[config.mk]
export PLATFORM = sky130hd
export DESIGN_NAME = rr_arb_dec8
export DESIGN_NICKNAME = d
export VERILOG_FILES = /design/src/rtl/arb_pkg.sv /design/src/rtl/dec3to8.sv /design/src/rtl/rr_arb_dec8.sv
export SDC_FILE = /design/constraint.sdc
export NUM_CORES = 1
export LEC_CHECK = 0
export CAP_MARGIN = 20
export CORE_ASPECT_RATIO = 2
export CORE_MARGIN = 2
export CORE_UTILIZATION = 59
export CTS_CLUSTER_SIZE = 10
export DETAILED_ROUTE_END_ITERATION = 8
export PLACE_DENSITY = 0.86
export SLEW_MARGIN = 0
export SYNTH_ARGS = -nofsm -noshare
export SYNTH_HDL_FRONTEND = slang
export SYNTH_SLANG_ARGS = --single-unit
[constraint.sdc]
create_clock -name clk -period 6.4 [get_ports clk]
set_input_delay 1.28 -clock clk [delete_from_list [all_inputs] [get_ports clk]]
set_output_delay 1.28 -clock clk [all_outputs]
set_load 0.02 [all_outputs]
[src/rtl/arb_pkg.sv]
`default_nettype none
// ============================================================================
//  Module      : arb_pkg
//  Description : Shared constants for the 8-way round-robin arbiter slice:
//                requester count, index width and FSM state encodings.
//  Revision    : 1.0 - initial release
// ============================================================================
package arb_pkg;

    localparam int N_REQ = 8;
    localparam int IDX_W = 3;

    // Arbiter FSM state encodings
    localparam logic [1:0] IDLE    = 2'd0;
    localparam logic [1:0] GRANT   = 2'd1;
    localparam logic [1:0] RELEASE = 2'd2;

endpackage
`default_nettype wire

[src/rtl/dec3to8.sv]
`default_nettype none
// ============================================================================
//  Module      : dec3to8
//  Description : 3-to-8 one-hot decoder with enable; output is all zeros
//                whenever the enable is low.
//  Revision    : 1.0 - initial release
// ============================================================================
module dec3to8 (
    input  logic [2:0] i_sel,
    input  logic       i_en,
    output logic [7:0] o_dec
);

    // One-hot decode of the select, forced to zero when disabled
    always_comb begin
        o_dec = 8'h00;
        if (i_en) begin
            o_dec = 8'h01 << i_sel;
        end
    end

endmodule
`default_nettype wire

[src/rtl/rr_arb_dec8.sv]
`default_nettype none
// ============================================================================
//  Module      : rr_arb_dec8
//  Description : 8-way round-robin arbiter for one shared slave. Holds a grant
//                until the owner releases (done or request drop) or a hold
//                timeout expires, inserts a one-cycle dead gap, then
//                re-arbitrates from a rotating priority pointer.
//  Revision    : 1.0 - initial release
// ============================================================================
module rr_arb_dec8
    import arb_pkg::*;
#(
    parameter int unsigned MAX_HOLD = 16,
    parameter int unsigned CNT_W    = 5
) (
    input  logic             clk,
    input  logic             rst,
    input  logic [N_REQ-1:0] req,
    input  logic             done,
    output logic [N_REQ-1:0] gnt,
    output logic [IDX_W-1:0] gnt_idx,
    output logic             gnt_valid,
    output logic             timeout
);

    localparam logic [CNT_W-1:0] c_hold_last = CNT_W'(MAX_HOLD - 1);
    localparam logic [CNT_W-1:0] c_cnt_one   = CNT_W'(1);
    localparam logic [IDX_W-1:0] c_idx_one   = IDX_W'(1);

    logic [1:0]       r_state;
    logic [IDX_W-1:0] r_ptr;
    logic [CNT_W-1:0] r_hold_cnt;
    logic [IDX_W-1:0] r_gnt_idx;
    logic             r_gnt_valid;
    logic             r_timeout;

    logic [IDX_W-1:0] w_winner;
    logic             w_any_req;
    logic             w_owner_drop;
    logic             w_hold_max;
    logic             w_release;
    logic [N_REQ-1:0] w_dec;

    // First set request at or after the pointer, wrapping 7 -> 0. Scanning
    // offsets from high to low lets the smallest offset win, which is the
    // same as rotating by ptr, priority-encoding and adding ptr back.
    function automatic logic [IDX_W-1:0] rr_pick(input logic [N_REQ-1:0] r,
                                                 input logic [IDX_W-1:0] p);
        logic [IDX_W-1:0] pick;
        logic [IDX_W-1:0] k;
        pick = p;
        for (int i = N_REQ - 1; i >= 0; i--) begin
            k = p + IDX_W'(i);
            if (r[k]) begin
                pick = k;
            end
        end
        return pick;
    endfunction

    // Arbitration and release conditions
    always_comb begin
        w_winner     = rr_pick(req, r_ptr);
        w_any_req    = |req;
        w_owner_drop = ~req[r_gnt_idx];
        w_hold_max   = (r_hold_cnt == c_hold_last);
        w_release    = done | w_owner_drop | w_hold_max;
    end

    // Grant FSM; RELEASE arbitrates on its exit edge so the dead gap
    // between two grants is exactly one cycle
    always_ff @(posedge clk or posedge rst) begin
        if (rst) begin
            r_state     <= IDLE;
            r_ptr       <= '0;
            r_hold_cnt  <= '0;
            r_gnt_idx   <= '0;
            r_gnt_valid <= 1'b0;
            r_timeout   <= 1'b0;
        end else begin
            r_timeout <= 1'b0;
            case (r_state)
                IDLE, RELEASE: begin
                    r_gnt_valid <= 1'b0;
                    if (w_any_req) begin
                        r_state     <= GRANT;
                        r_gnt_idx   <= w_winner;
                        r_gnt_valid <= 1'b1;
                        r_hold_cnt  <= '0;
                        r_ptr       <= w_winner + c_idx_one;
                    end else begin
                        r_state <= IDLE;
                    end
                end
                GRANT: begin
                    r_hold_cnt <= r_hold_cnt + c_cnt_one;
                    if (w_release) begin
                        r_state     <= RELEASE;
                        r_gnt_valid <= 1'b0;
                        // Only a pure timeout is flagged; an owner release
                        // in the same cycle takes precedence
                        r_timeout   <= w_hold_max & ~done & ~w_owner_drop;
                    end
                end
                default: begin
                    r_state     <= IDLE;
                    r_gnt_valid <= 1'b0;
                end
            endcase
        end
    end

    dec3to8 u_dec (
        .i_sel (r_gnt_idx),
        .i_en  (r_gnt_valid),
        .o_dec (w_dec)
    );

    // Explicit gating keeps gnt at zero whenever no grant is active
    always_comb begin
        gnt = r_gnt_valid ? w_dec : {N_REQ{1'b0}};
    end

    assign gnt_idx   = r_gnt_idx;
    assign gnt_valid = r_gnt_valid;
    assign timeout   = r_timeout;

endmodule
`default_nettype wire

==> run summary, run 1 <==
The synthesized design contains 0 enable-type register cells. The count of endpoints failing hold in the final timing report is 0. 24 I/O pins were placed. Type of the setup path with the least slack: reg2reg. The count of nets left with antenna violations once routing finished came out at 0. For the worst flop-to-flop path, the logic depth is 12. In this run, the number of DRC markers left after iteration 0 of detailed routing was 130. Startpoint kind of the worst setup timing path: a register.

The tools report the category of the worst setup path capture point as a register. Setup repair after global routing left no endpoint under its margin. The starting density of the core was 60.7%; the clock-pin slew of the registers on the worst-case setup and hold paths was 50 ps. The number of warnings issued by yosys is 0. The clock reaches the later pin of the worst-skew pair after 250 ps.

The deepest level of the CTS H-tree is 1, and the transition at the pin with the smallest max-transition slack is 870 ps. Counting every net in the synthesized netlist gives 197. Max-cap violations in this run came to 0. No sink is reached through more buffers than the 2 on the longest clock path. Detailed placement ended at an HPWL of 3.46 mm. The critical path ends at r_ptr[2]$_DFFE_PP0P_. The final cycle utilization of the critical path was 66.9%. Number of instances resized during post-cts repair: 0. The top cell type's share of synthesized area works out to 21.3%. The via count of the first global-routing pass is 1463, and the wire length reported by the detailed router is 4.40 mm.

Global-route total usage across every layer: 29.4%. The height of the die came out at 78.6 µm. Counting flops and latches in the post-synthesis netlist gives 14. Entering global routing, the biggest net connects 22 pins. The library cell occupying the most area in the post-synthesis netlist is dfrtp_1. Synthesis instantiated 50 different standard cells from the library. Of the cells placed in the final design, the portion with a size suffix greater than 1 is 12.7%. After technology mapping, the gate count stands at 181.

The global-route wire length before repair is 6.60 mm. Setup violations remaining at the end of the flow were counted as 0. Detailed routing inserted a total of 1555 vias.

The number of I/O port buffers works out to 23. The net count of the finished layout is 215. By count the netlist is led by nand2_1 (21), dfrtp_1 (14), nor2_1 (14).

The number of antenna diodes in the final layout is 0. The clock net in this run drives a total of 14 sinks. Clock skew on the completed layout was measured at 1.21 ps. The worst-path maximum fanout was 21. Among all cell types in the netlist, the one instantiated most often is nand2_1. Row generation in the floorplan step produced 27 rows.

The area growth from synthesis to layout is 15.3%. Dividing the detail-routed wire length by the instance count gives 19.5 µm. The highest clock frequency the design can meet is 233 MHz. Ranked by total cell area, the synthesized netlist is headed by dfrtp_1 (21%), mux4_2 (16%), mux2i_1 (6.7%), nand2_1 (4.8%), ha_1 (3.8%). Buffers inserted to repair hold after CTS numbered 0.

Class of the tightest hold or removal check: reg2reg. The tools report the launch instance of the worst min-delay path as r_hold_cnt[4]$_DFFE_PP0P_. The endpoint identified for the worst register-to-register timing path is r_ptr[2]$_DFFE_PP0P_.

The first-pass iteration count of the detailed router was 4; the tightest slew margin relative to the limit was 42.0%. The run gives 0 as the final global-route overflow total. For the number of buffers added for setup after CTS, the log shows 0. Setup slack on the worst flop-to-flop path: 2120 ps. For this run, the register share of the synthesized area comes to 21.3%. TritonCTS built the clock tree.

The floorplan step defined a die boundary enclosing 3250 µm². Number of max-slew violations in the final report: 0. Adding up every negative setup slack in the final design gives 0 ps.

The floorplan step defined a core boundary enclosing 2700 µm². In the routed design, unresolved DRC markers number 0. The average cell area after synthesis is 9.07 µm². CTS placed an instance of clkbuf_8 at the clock tree root.

STA puts the critical path data required time at 6570 ps. At the worst endpoint, the arrival time is 4450 ps. For the number of antenna violations at the first check in global routing, the log shows 0.

The startpoint identified for the worst register-to-register timing path is r_ptr[0]$_DFFE_PP0P_. The flow ran to the end, and the final reports show no timing, DRC or antenna violations. The width of the chip was 41.3 µm; the final estimated routing congestion in global placement was 0.832. The synthesized netlist occupies a cell area of 1640 µm². Among all flip-flop cells after synthesis, the most frequent one is dfrtp_1. After detailed routing, the number of vias per cell comes to 6.88. The critical path starts at r_ptr[0]$_DFFE_PP0P_. The async set or reset register ratio after synthesis was 100%; the TritonCTS buffer count was 3.

The post-route minimum period works out to 4280 ps.
==> layout by cell type, fill, tap and decap left out, types with 3 or more instances in the layout <==
cell type	instances
nand4_1	4
ha_1	5
nand2b_1	5
nand2_1	21
clkdlybuf4s50_1	23
dfrtp_1	14
mux2_2	5
mux2i_1	11
a21oi_1	6
clkbuf_8	3
inv_1	8
mux4_2	12
xor2_1	4
nand3_1	8
o21ai_0	9
nor3_1	6
nor2_1	14
==> per-stage QoR <==
step / cells / hold WS [ps] / setup slack [ps] / utilization [%] / instance area, µm²
floorplan: 181 / 469 / 3140 / - / 1640
global placement: 223 / 482 / 2300 / 68.5 / 1850
detailed placement: 223 / 502 / 2190 / 68.5 / 1850
CTS: 226 / 514 / 2150 / 70.0 / 1890
global route: 226 / 542 / 1850 / 70.0 / 1890
finish: 226 / 507 / 2120 / 70.0 / 1890
==> layout make-up <==
cell class              instances  area, µm²
clock buffers                   3       41.3
fillers                       208        810
inverters                       9       33.8
multi-input cells             148       1200
flip-flops and latches         14        350
well taps                      29       36.3
repair buffers                 23        230
==> worst max-delay path, cell delays in order (launching register included) <==
cell and delay [ps]:
dfrtp_1 910, inv_1 340, ha_1 700, mux4_2 650
mux2_2 300, a21boi_1 140, o221ai_1 130, o211ai_1 240
nor2b_1 210, ha_1 180, inv_1 50, a211o_1 280
o211ai_2 70
==> sequential cells by signal (all words and copies together) (netlist names) <==
| register | count |
|---|---|
| gnt_valid | 1 |
| r_hold_cnt | 5 |
| r_ptr | 3 |
| gnt_idx | 3 |
| r_state | 1 |
| timeout | 1 |
==> how the worst min path moves through the flow <==
stage                           endpoint  slack (ps)  cells after the start
6_report       r_hold_cnt[4]$_DFFE_PP0P_         510                      2
5_1_grt        r_hold_cnt[4]$_DFFE_PP0P_         540                      2
4_1_cts        r_hold_cnt[4]$_DFFE_PP0P_         510                      2
3_5_place_dp   r_hold_cnt[4]$_DFFE_PP0P_         500                      2
3_3_place_gp   r_hold_cnt[4]$_DFFE_PP0P_         480                      2
2_1_floorplan  r_hold_cnt[4]$_DFFE_PP0P_         470                      2
==> logic make-up (layout without fill, tap and decap cells) <==
family	after synthesis	count (layout)	share of synthesized area (%)
xor gates and xnor gates	6	6	3.20
AOI/OAI and AO/OA	40	40	17.8
adders and majority gates	5	5	3.81
muxes	31	31	29.5
DFF	14	14	21.3
and+or+nand+nor	66	66	18.8
buffers and inverters	19	35	5.49
==> layer usage <==
metal	global-route usage [%]	wire, µm	vias to the layer above
met5	0	0	-
met4	15.2	193	0
met3	2.26	167	17
met2	52.7	2510	56
met1	30.1	1530	754
li1	-	-	728
Power of run 1 is not shown: default switching activity piles up to over one toggle a cycle in this logic, so the estimate is an artifact.
==> run 2: changes to the inputs <==
CORE_UTILIZATION = 49   (was 59)
PLACE_DENSITY = 0.76   (was 0.86)
clock period = 3.8 ns   (was 6.4 ns; I/O delays follow)
==> run 2 against run 1 <==
Compared with the run above:
- sequential share of layout area down 0.58 points
- utilization shrank 8.8 points
- die area rose by 19%
- worst hold slack gained 11 ps
- clock-buffer cell count grew 1
- non-clock buffer count increased by 6
- wire length about the same
- clock skew rose by 1.2 ps
- critical path depth is 1 lower
==> run summary, run 2 (same netlist as run 1, synthesis figures left out) <==
The worst clock skew is 2.45 ps (was 1.21 ps). The transition at the pin with the smallest max-transition slack is 686 ps (was 870 ps), and the first-pass iteration count of the detailed router is 4 (unchanged). The placed wire-length estimate came out at 3.58 mm (was 3.46 mm). The run gives 3 (unchanged) as the TritonCTS buffer count. The logs give 0 (unchanged) for the max-cap check violation count and 13.8% for the portion of total power attributed to sequential cells. The tools report the cell chosen for the clock root as clkbuf_8 (unchanged).

The multi-input logic area came out at 1200 µm² (unchanged). The clock-pin slew of the registers on the worst-case setup and hold paths works out to 50 ps (about the same). The highest clock frequency the design can meet was 303 MHz.

The detailed-route wire length per cell was 18.7 µm (was 19.5 µm). Setup repair after global routing left no endpoint under its margin. The tools report the number of DRC markers in iteration 0 as 51 (was 130). The clock network fraction of design power is 6.5%.

The number of antenna violations at the first check in global routing was 0 (unchanged); the height of the die was 85.9 µm (was 78.6 µm). Width of the chip: 44.9 µm (was 41.3 µm). The die area is 3860 µm² (was 3250 µm²). The run gives 0.910 (was 0.832) as the final estimated routing congestion in global placement.

The worst supply voltage drop on vdd came out at 0.535 mV. The launch instance of the worst min-delay path is r_hold_cnt[4]$_DFFE_PP0P_ (unchanged). In the finished design, the share of the clock period the worst path needs comes to 86.9%. The largest net degree at the start of global routing is 21 (was 22).

The number of max-slew violations in the final report was 0 (unchanged); the deepest level of the CTS H-tree was 1 (unchanged). Register with the highest flop count: r_hold_cnt (unchanged). The cell row count is 29 (was 27). The run gives 221 (was 215) as the number of nets in the final layout. The flip-flop count of the largest register after layout is 5 (unchanged).

Number of DRC violations after detailed routing: 0 (unchanged). The worst-path maximum fanout came out at 9 (was 21). Class of the tightest hold or removal check: reg2reg (unchanged).

In this run the static leakage power is 0.790 nW. The final-layout fill cell count was 292 (was 208). The area added between synthesis and finish was 19.1% (was 15.3%).

The first element of the critical path was req[6] (was r_ptr[0]$_DFFE_PP0P_). The tightest slew margin relative to the limit was 54.3% (was 42.0%). Number of instances resized during post-cts repair: 0 (unchanged). The proportion of layout cells with a drive suffix above 1 was 15.7% (was 12.7%).

The run finished with clean final reports. The tools report the placeable core region as 3190 µm² (was 2700 µm²). The type of the setup path with the least slack is in2reg (was reg2reg). For the count of endpoints failing hold in the final timing report, the log shows 0 (unchanged). Per report_power, the combinational group accounts for 79.7% of the total. The tools report the number of buffers added for setup after CTS as 0 (unchanged). The internal power of the cells totals 0.00106 W.

TritonCTS built the clock tree. Sequential cell area: 350 µm² (unchanged). The most common cell after layout, fill and taps aside is clkdlybuf4s50_1 (unchanged).

The tools report the number of antenna repair diodes as 0 (unchanged). The startpoint kind of the worst setup timing path is an input pin (was a register). Launch point of the worst reg-to-reg path: r_ptr[0]$_DFFE_PP0P_ (unchanged). The tools report the final global-route overflow total as 0 (unchanged).

The global-route wire length before repair is 7.31 mm (was 6.60 mm), and the required time at the worst-slack endpoint is 3960 ps (was 6570 ps). The category of the worst setup path capture point is a register (unchanged). The starting density of the core was 51.4% (was 60.7%); the number of ports placed on the die boundary was 24 (unchanged). The number of I/O port buffers is 23 (unchanged), and the global-route total usage across every layer is 24.9% (was 29.4%).

Final setup violation count: 0 (unchanged). Most used cells in the layout excluding fill and tap cells: clkdlybuf4s50_1 (23), nand2_1 (21), nor2_1 (14), dfrtp_1 (14), mux4_2 (12) (unchanged). The routed via count came out at 1546 (was 1555). The later-pin clock latency in the skew report is 240 ps (was 250 ps). The number of nets with antenna violations after detailed routing was 0 (unchanged); the count of clock tree sinks was 14 (unchanged). For this design the total switching power over the nets is 0.00109 W. The critical path arrival was 3460 ps (was 4450 ps). For the deepest clock path buffer count, the log shows 2 (unchanged). In this run switching power makes up 50.8% of total power. Via-per-instance ratio: 6.58 (was 6.88). The via count of the first global-routing pass was 1543 (was 1463); the total negative slack was 0 ps (unchanged). The wire length reported by the detailed router was 4.40 mm (about the same); the areal power density over the cells was 1100 nW/µm². Quantity of hold-fixing buffers added after cts: 0 (unchanged). The post-route minimum period is 3300 ps, and the power consumption is 0.00215 W.
[run 2: per-layer routing]
metal / part of all wire [%] / global-route usage, % / up-vias
li1: - / - / 740
met1: 34 / 25.0 / 753
met2: 61 / 49.0 / 45
met3: 3.2 / 1.68 / 8
met4: 2.2 / 9.09 / 0
met5: 0 / 0 / -
[run 2: critical path: stages]
cell and delay, ps:
clkdlybuf4s50_1 550, mux4_2 610, mux2_2 310, a21boi_1 140, o221ai_1 140, o211ai_1 260, nor2b_1 170, ha_1 140
inv_1 50, a211o_1 270, o211ai_2 70
[run 2: final cells by class]
cell class,instances,area share (%)
multi-input combinational,148,61.5
inverter,9,1.73
timing repair buffer,29,14.1
sequential,14,17.9
tap,31,1.98
clock buffer,4,2.82
[run 2: final timing paths]
kind,to,slack (ps),cells past startpoint
setup reg to reg,r_ptr[2]$_DFFE_PP0P_,700,13
max in group asynchronous,r_hold_cnt[0]$_DFFE_PP0P_,2570,2
hold reg to reg,r_hold_cnt[4]$_DFFE_PP0P_,520,2
setup / recovery,r_ptr[2]$_DFFE_PP0P_,500,11
hold / removal,r_hold_cnt[4]$_DFFE_PP0P_,520,2
min in group asynchronous,r_hold_cnt[2]$_DFFE_PP0P_,870,2
[run 2: stage by stage]
step                hold WS, ps  worst slack [ps]  area (µm²)  std cells  utilization, %
detailed placement          501               253        1900        231            59.5
CTS                         514               497        1950        235            61.2
finish                      518               498        1950        235            61.2
floorplan                   469               580        1640        181               -
global placement            491               298        1900        231            59.5
global route                550               309        1950        235            61.2
[run 2: power groups by stage]
stage,logic (W),clock network (W),registers (W)
2_1_floorplan,0.00131,0,0.000280
3_3_place_gp,0.00163,0,0.000296
3_5_place_dp,0.00170,0,0.000300
4_1_cts,0.00171,0.000146,0.000298
5_1_grt,0.00188,0.000150,0.000309
6_report,0.00172,0.000140,0.000297
Note: power is estimated with default switching activity, not from simulation.
==> run 3: changes to the inputs <==
CORE_MARGIN = 8   (was 2)
==> run 3 against run 2 <==
Compared with the run above:
- total power decreased by 1.7%
- final area about the same
- first-iteration DRC count decreased by 9.8%
- largest power group unchanged
- maximum frequency decreased by 1.2%
- critical path type unchanged
- clock skew decreased by 1.3 ps
- register-to-register slack got worse by 170 ps
- worst hold slack got worse by 18 ps
- clock-buffer cell count unchanged
- critical endpoint unchanged
==> run summary, run 3 (same netlist as run 1, synthesis figures left out) <==
The flow ran to the end, and the final reports show no timing, DRC or antenna violations. Areal power density over the cells: 1080 nW/µm² (was 1100 nW/µm²). The tools report the total leakage power as 0.790 nW (about the same).

The dominant delay contributor by cell family on the critical path was compound AO/OA/AOI/OAI gates (was multiplexers). The count of clock tree sinks came out at 14 (unchanged). Width of the chip: 56.9 µm (was 44.9 µm). The tools report the placeable core region as 3300 µm² (was 3190 µm²). Final global-route overflow total: 0 (unchanged). The TritonCTS buffer count is 3 (unchanged). The worst-path maximum fanout is 9 (unchanged), and the die area is 5570 µm² (was 3860 µm²).

The clock-pin slew of the registers on the worst-case setup and hold paths was 60 ps (was 50 ps). The critical path capture point is r_ptr[2]$_DFFE_PP0P_ (unchanged). The number of nets with antenna violations after detailed routing is 0 (unchanged), and the worst clock skew is 1.11 ps (was 2.45 ps). The first element of the critical path is req[1] (was req[6]). The via-per-instance ratio was 6.34 (was 6.58); the number of max-slew violations in the final report was 0 (unchanged). The flip-flop count of the largest register after layout was 5 (unchanged). The tools report the final setup violation count as 0 (unchanged).

The type of the setup path with the least slack is in2reg (unchanged). The number of cell instances on the worst register-to-register path is 13 (unchanged). The tightest slew margin relative to the limit came out at 59.2% (was 54.3%). The category of the worst setup path capture point was a register (unchanged).

The largest net degree at the start of global routing is 21 (unchanged). First-pass iteration count of the detailed router: 5 (was 4). Cell row count: 30 (was 29). The highest clock frequency the design can meet is 299 MHz (was 303 MHz), and the area added between synthesis and finish is 19.1% (about the same). The tools report the global-route total usage across every layer as 14.6% (was 24.9%). The total negative slack is 0 ps (unchanged), and the count of cell instances traversed by the critical path is 11 (unchanged). The tools report the cell chosen for the clock root as clkbuf_8 (unchanged).

For the wire length reported by the detailed router, the log shows 3.86 mm (was 4.40 mm). The transition at the pin with the smallest max-transition slack was 612 ps (was 686 ps); the number of buffer and inverter instances along the worst setup path was 2 (unchanged). The max-cap check violation count is 0 (unchanged). The number of DRC markers in iteration 0 is 46 (was 51). Most common cell after layout, fill and taps aside: clkdlybuf4s50_1 (unchanged). The launch point of the worst reg-to-reg path was r_ptr[1]$_DFFE_PP0P_ (was r_ptr[0]$_DFFE_PP0P_). The logs give 1200 µm² (unchanged) for the multi-input logic area and 221 (unchanged) for the number of nets in the final layout.

The later-pin clock latency in the skew report was 240 ps (about the same). The startpoint kind of the worst setup timing path was an input pin (unchanged). The quantity of hold-fixing buffers added after cts was 0 (unchanged); the via count of the first global-routing pass was 1461 (was 1543). The number of buffers added for setup after CTS came out at 0 (unchanged). The final cycle utilization of the critical path works out to 87.9% (was 86.9%). The number of antenna violations at the first check in global routing was 0 (unchanged); the worst supply voltage drop on vdd was 0.521 mV (was 0.535 mV). The final estimated routing congestion in global placement was 0.921 (was 0.910).

Deepest clock path buffer count: 2 (unchanged). The register with the highest flop count is r_hold_cnt (unchanged). TritonCTS built the clock tree. Most used cells in the layout excluding fill and tap cells: clkdlybuf4s50_1 (23), nand2_1 (21), nor2_1 (14), dfrtp_1 (14), mux4_2 (12) (unchanged). The sequential cell area was 350 µm² (unchanged).

The count of endpoints failing hold in the final timing report was 0 (unchanged). Number of DRC violations after detailed routing: 0 (unchanged). For the global-route wire length before repair, the log shows 6.91 mm (was 7.31 mm). The post-route minimum period is 3340 ps (was 3300 ps), and the placed wire-length estimate is 3.09 mm (was 3.58 mm). The number of ports placed on the die boundary was 24 (unchanged). The logs give 0 (unchanged) for the number of instances resized during post-cts repair and 1 (unchanged) for the deepest level of the CTS H-tree.

Proportion of layout cells with a drive suffix above 1: 15.7% (unchanged). The number of placed instances with taps included was 232 (was 231); the setup slack on the worst flop-to-flop path was 530 ps (was 700 ps). Required time at the worst-slack endpoint: 3970 ps (was 3960 ps).

The run gives 0 (unchanged) as the number of antenna repair diodes. The endpoint of the lowest-slack register-to-register path was r_ptr[2]$_DFFE_PP0P_ (unchanged). The height of the die is 97.9 µm (was 85.9 µm). The tools report the non-filler instance count after layout as 236 (was 235).

Starting density of the core: 49.7% (was 51.4%). The routed via count came out at 1497 (was 1546). Series of cell instances along the critical path: clkdlybuf4s50_1 -> mux4_2 -> mux2_2 -> a21boi_1 -> o221ai_1 -> o211ai_1 -> nor2b_1 -> ha_1 -> inv_1 -> a211o_1 -> o211ai_2 (unchanged).

The detailed-route wire length per cell is 16.4 µm (was 18.7 µm), and the number of I/O port buffers is 23 (unchanged). The cell with the largest stage delay on the worst path was mux4_2 (unchanged). For the critical path arrival, the log shows 3510 ps (was 3460 ps). Setup repair after global routing left no endpoint under its margin.

The critical path's largest stage delay was 590 ps (was 610 ps). The tools report the final-layout fill cell count as 288 (was 292). The class of the tightest hold or removal check is reg2reg (unchanged).
[run 3: cell counts in the layout (fill, tap and decap cells not counted)]
Identical to the previous run, type by type.
[run 3: how the worst min path moves through the flow]
stage / start / to / slack [ps] / cells after the start
floorplan: r_hold_cnt[4]$_DFFE_PP0P_ / r_hold_cnt[4]$_DFFE_PP0P_ / 470 / 2
global placement: r_hold_cnt[4]$_DFFE_PP0P_ / r_hold_cnt[4]$_DFFE_PP0P_ / 480 / 2
CTS: r_hold_cnt[4]$_DFFE_PP0P_ / r_hold_cnt[4]$_DFFE_PP0P_ / 500 / 2
global route: r_hold_cnt[4]$_DFFE_PP0P_ / r_hold_cnt[4]$_DFFE_PP0P_ / 560 / 2
detailed placement: r_hold_cnt[4]$_DFFE_PP0P_ / r_hold_cnt[4]$_DFFE_PP0P_ / 490 / 2
finish: r_hold_cnt[4]$_DFFE_PP0P_ / r_hold_cnt[4]$_DFFE_PP0P_ / 500 / 2
[run 3: per-stage QoR]
stage / instance area, µm² / utilization (%) / power [W] / worst slack, ps / hold slack, ps
floorplan: 1640 / - / 0.00159 / 580 / 469
global placement: 1900 / 57.5 / 0.00195 / 234 / 481
detailed placement: 1900 / 57.5 / 0.00198 / 222 / 491
CTS: 1960 / 59.2 / 0.00213 / 453 / 504
global route: 1960 / 59.2 / 0.00234 / 288 / 564
finish: 1960 / 59.2 / 0.00212 / 459 / 500
[run 3: layer usage]
| layer | vias up | part of all wire (%) | wire length, µm | global-route usage, % |
|---|---|---|---|---|
| met2 | 59 | 50 | 1940 | 23.7 |
| li1 | 739 | - | - | - |
| met3 | 4 | 6.1 | 235 | 2.21 |
| met4 | 0 | 0.98 | 38 | 4.55 |
| met5 | - | 0 | 0 | 0 |
| met1 | 695 | 43 | 1650 | 19.2 |
[run 3: where the power goes]
part           switching, W  internal [W]  leakage, nW  total, W
sequential        0.0000858      0.000209        0.179  0.000294
combinational      0.000912      0.000768        0.582   0.00168
clock             0.0000528     0.0000917       0.0288  0.000145
[run 3: final cells by class]
type,instances,share of cell area [%]
timing repair buffer,29,14.1
clock buffer,4,2.82
tap,32,2.05
multi-input combinational,148,61.4
inverter,9,1.73
sequential,14,17.9
[run 3: worst reg2reg max path, delay by kind of cell (launching register included)]
kind,cells,cell delay [ps]
adder cells (fa/ha/maj),2,570
flip-flops,1,340
buffers and inverters,3,500
AND/OR/NAND/NOR,1,180
AO/OA/AOI/OAI,5,930
multiplexers,2,690
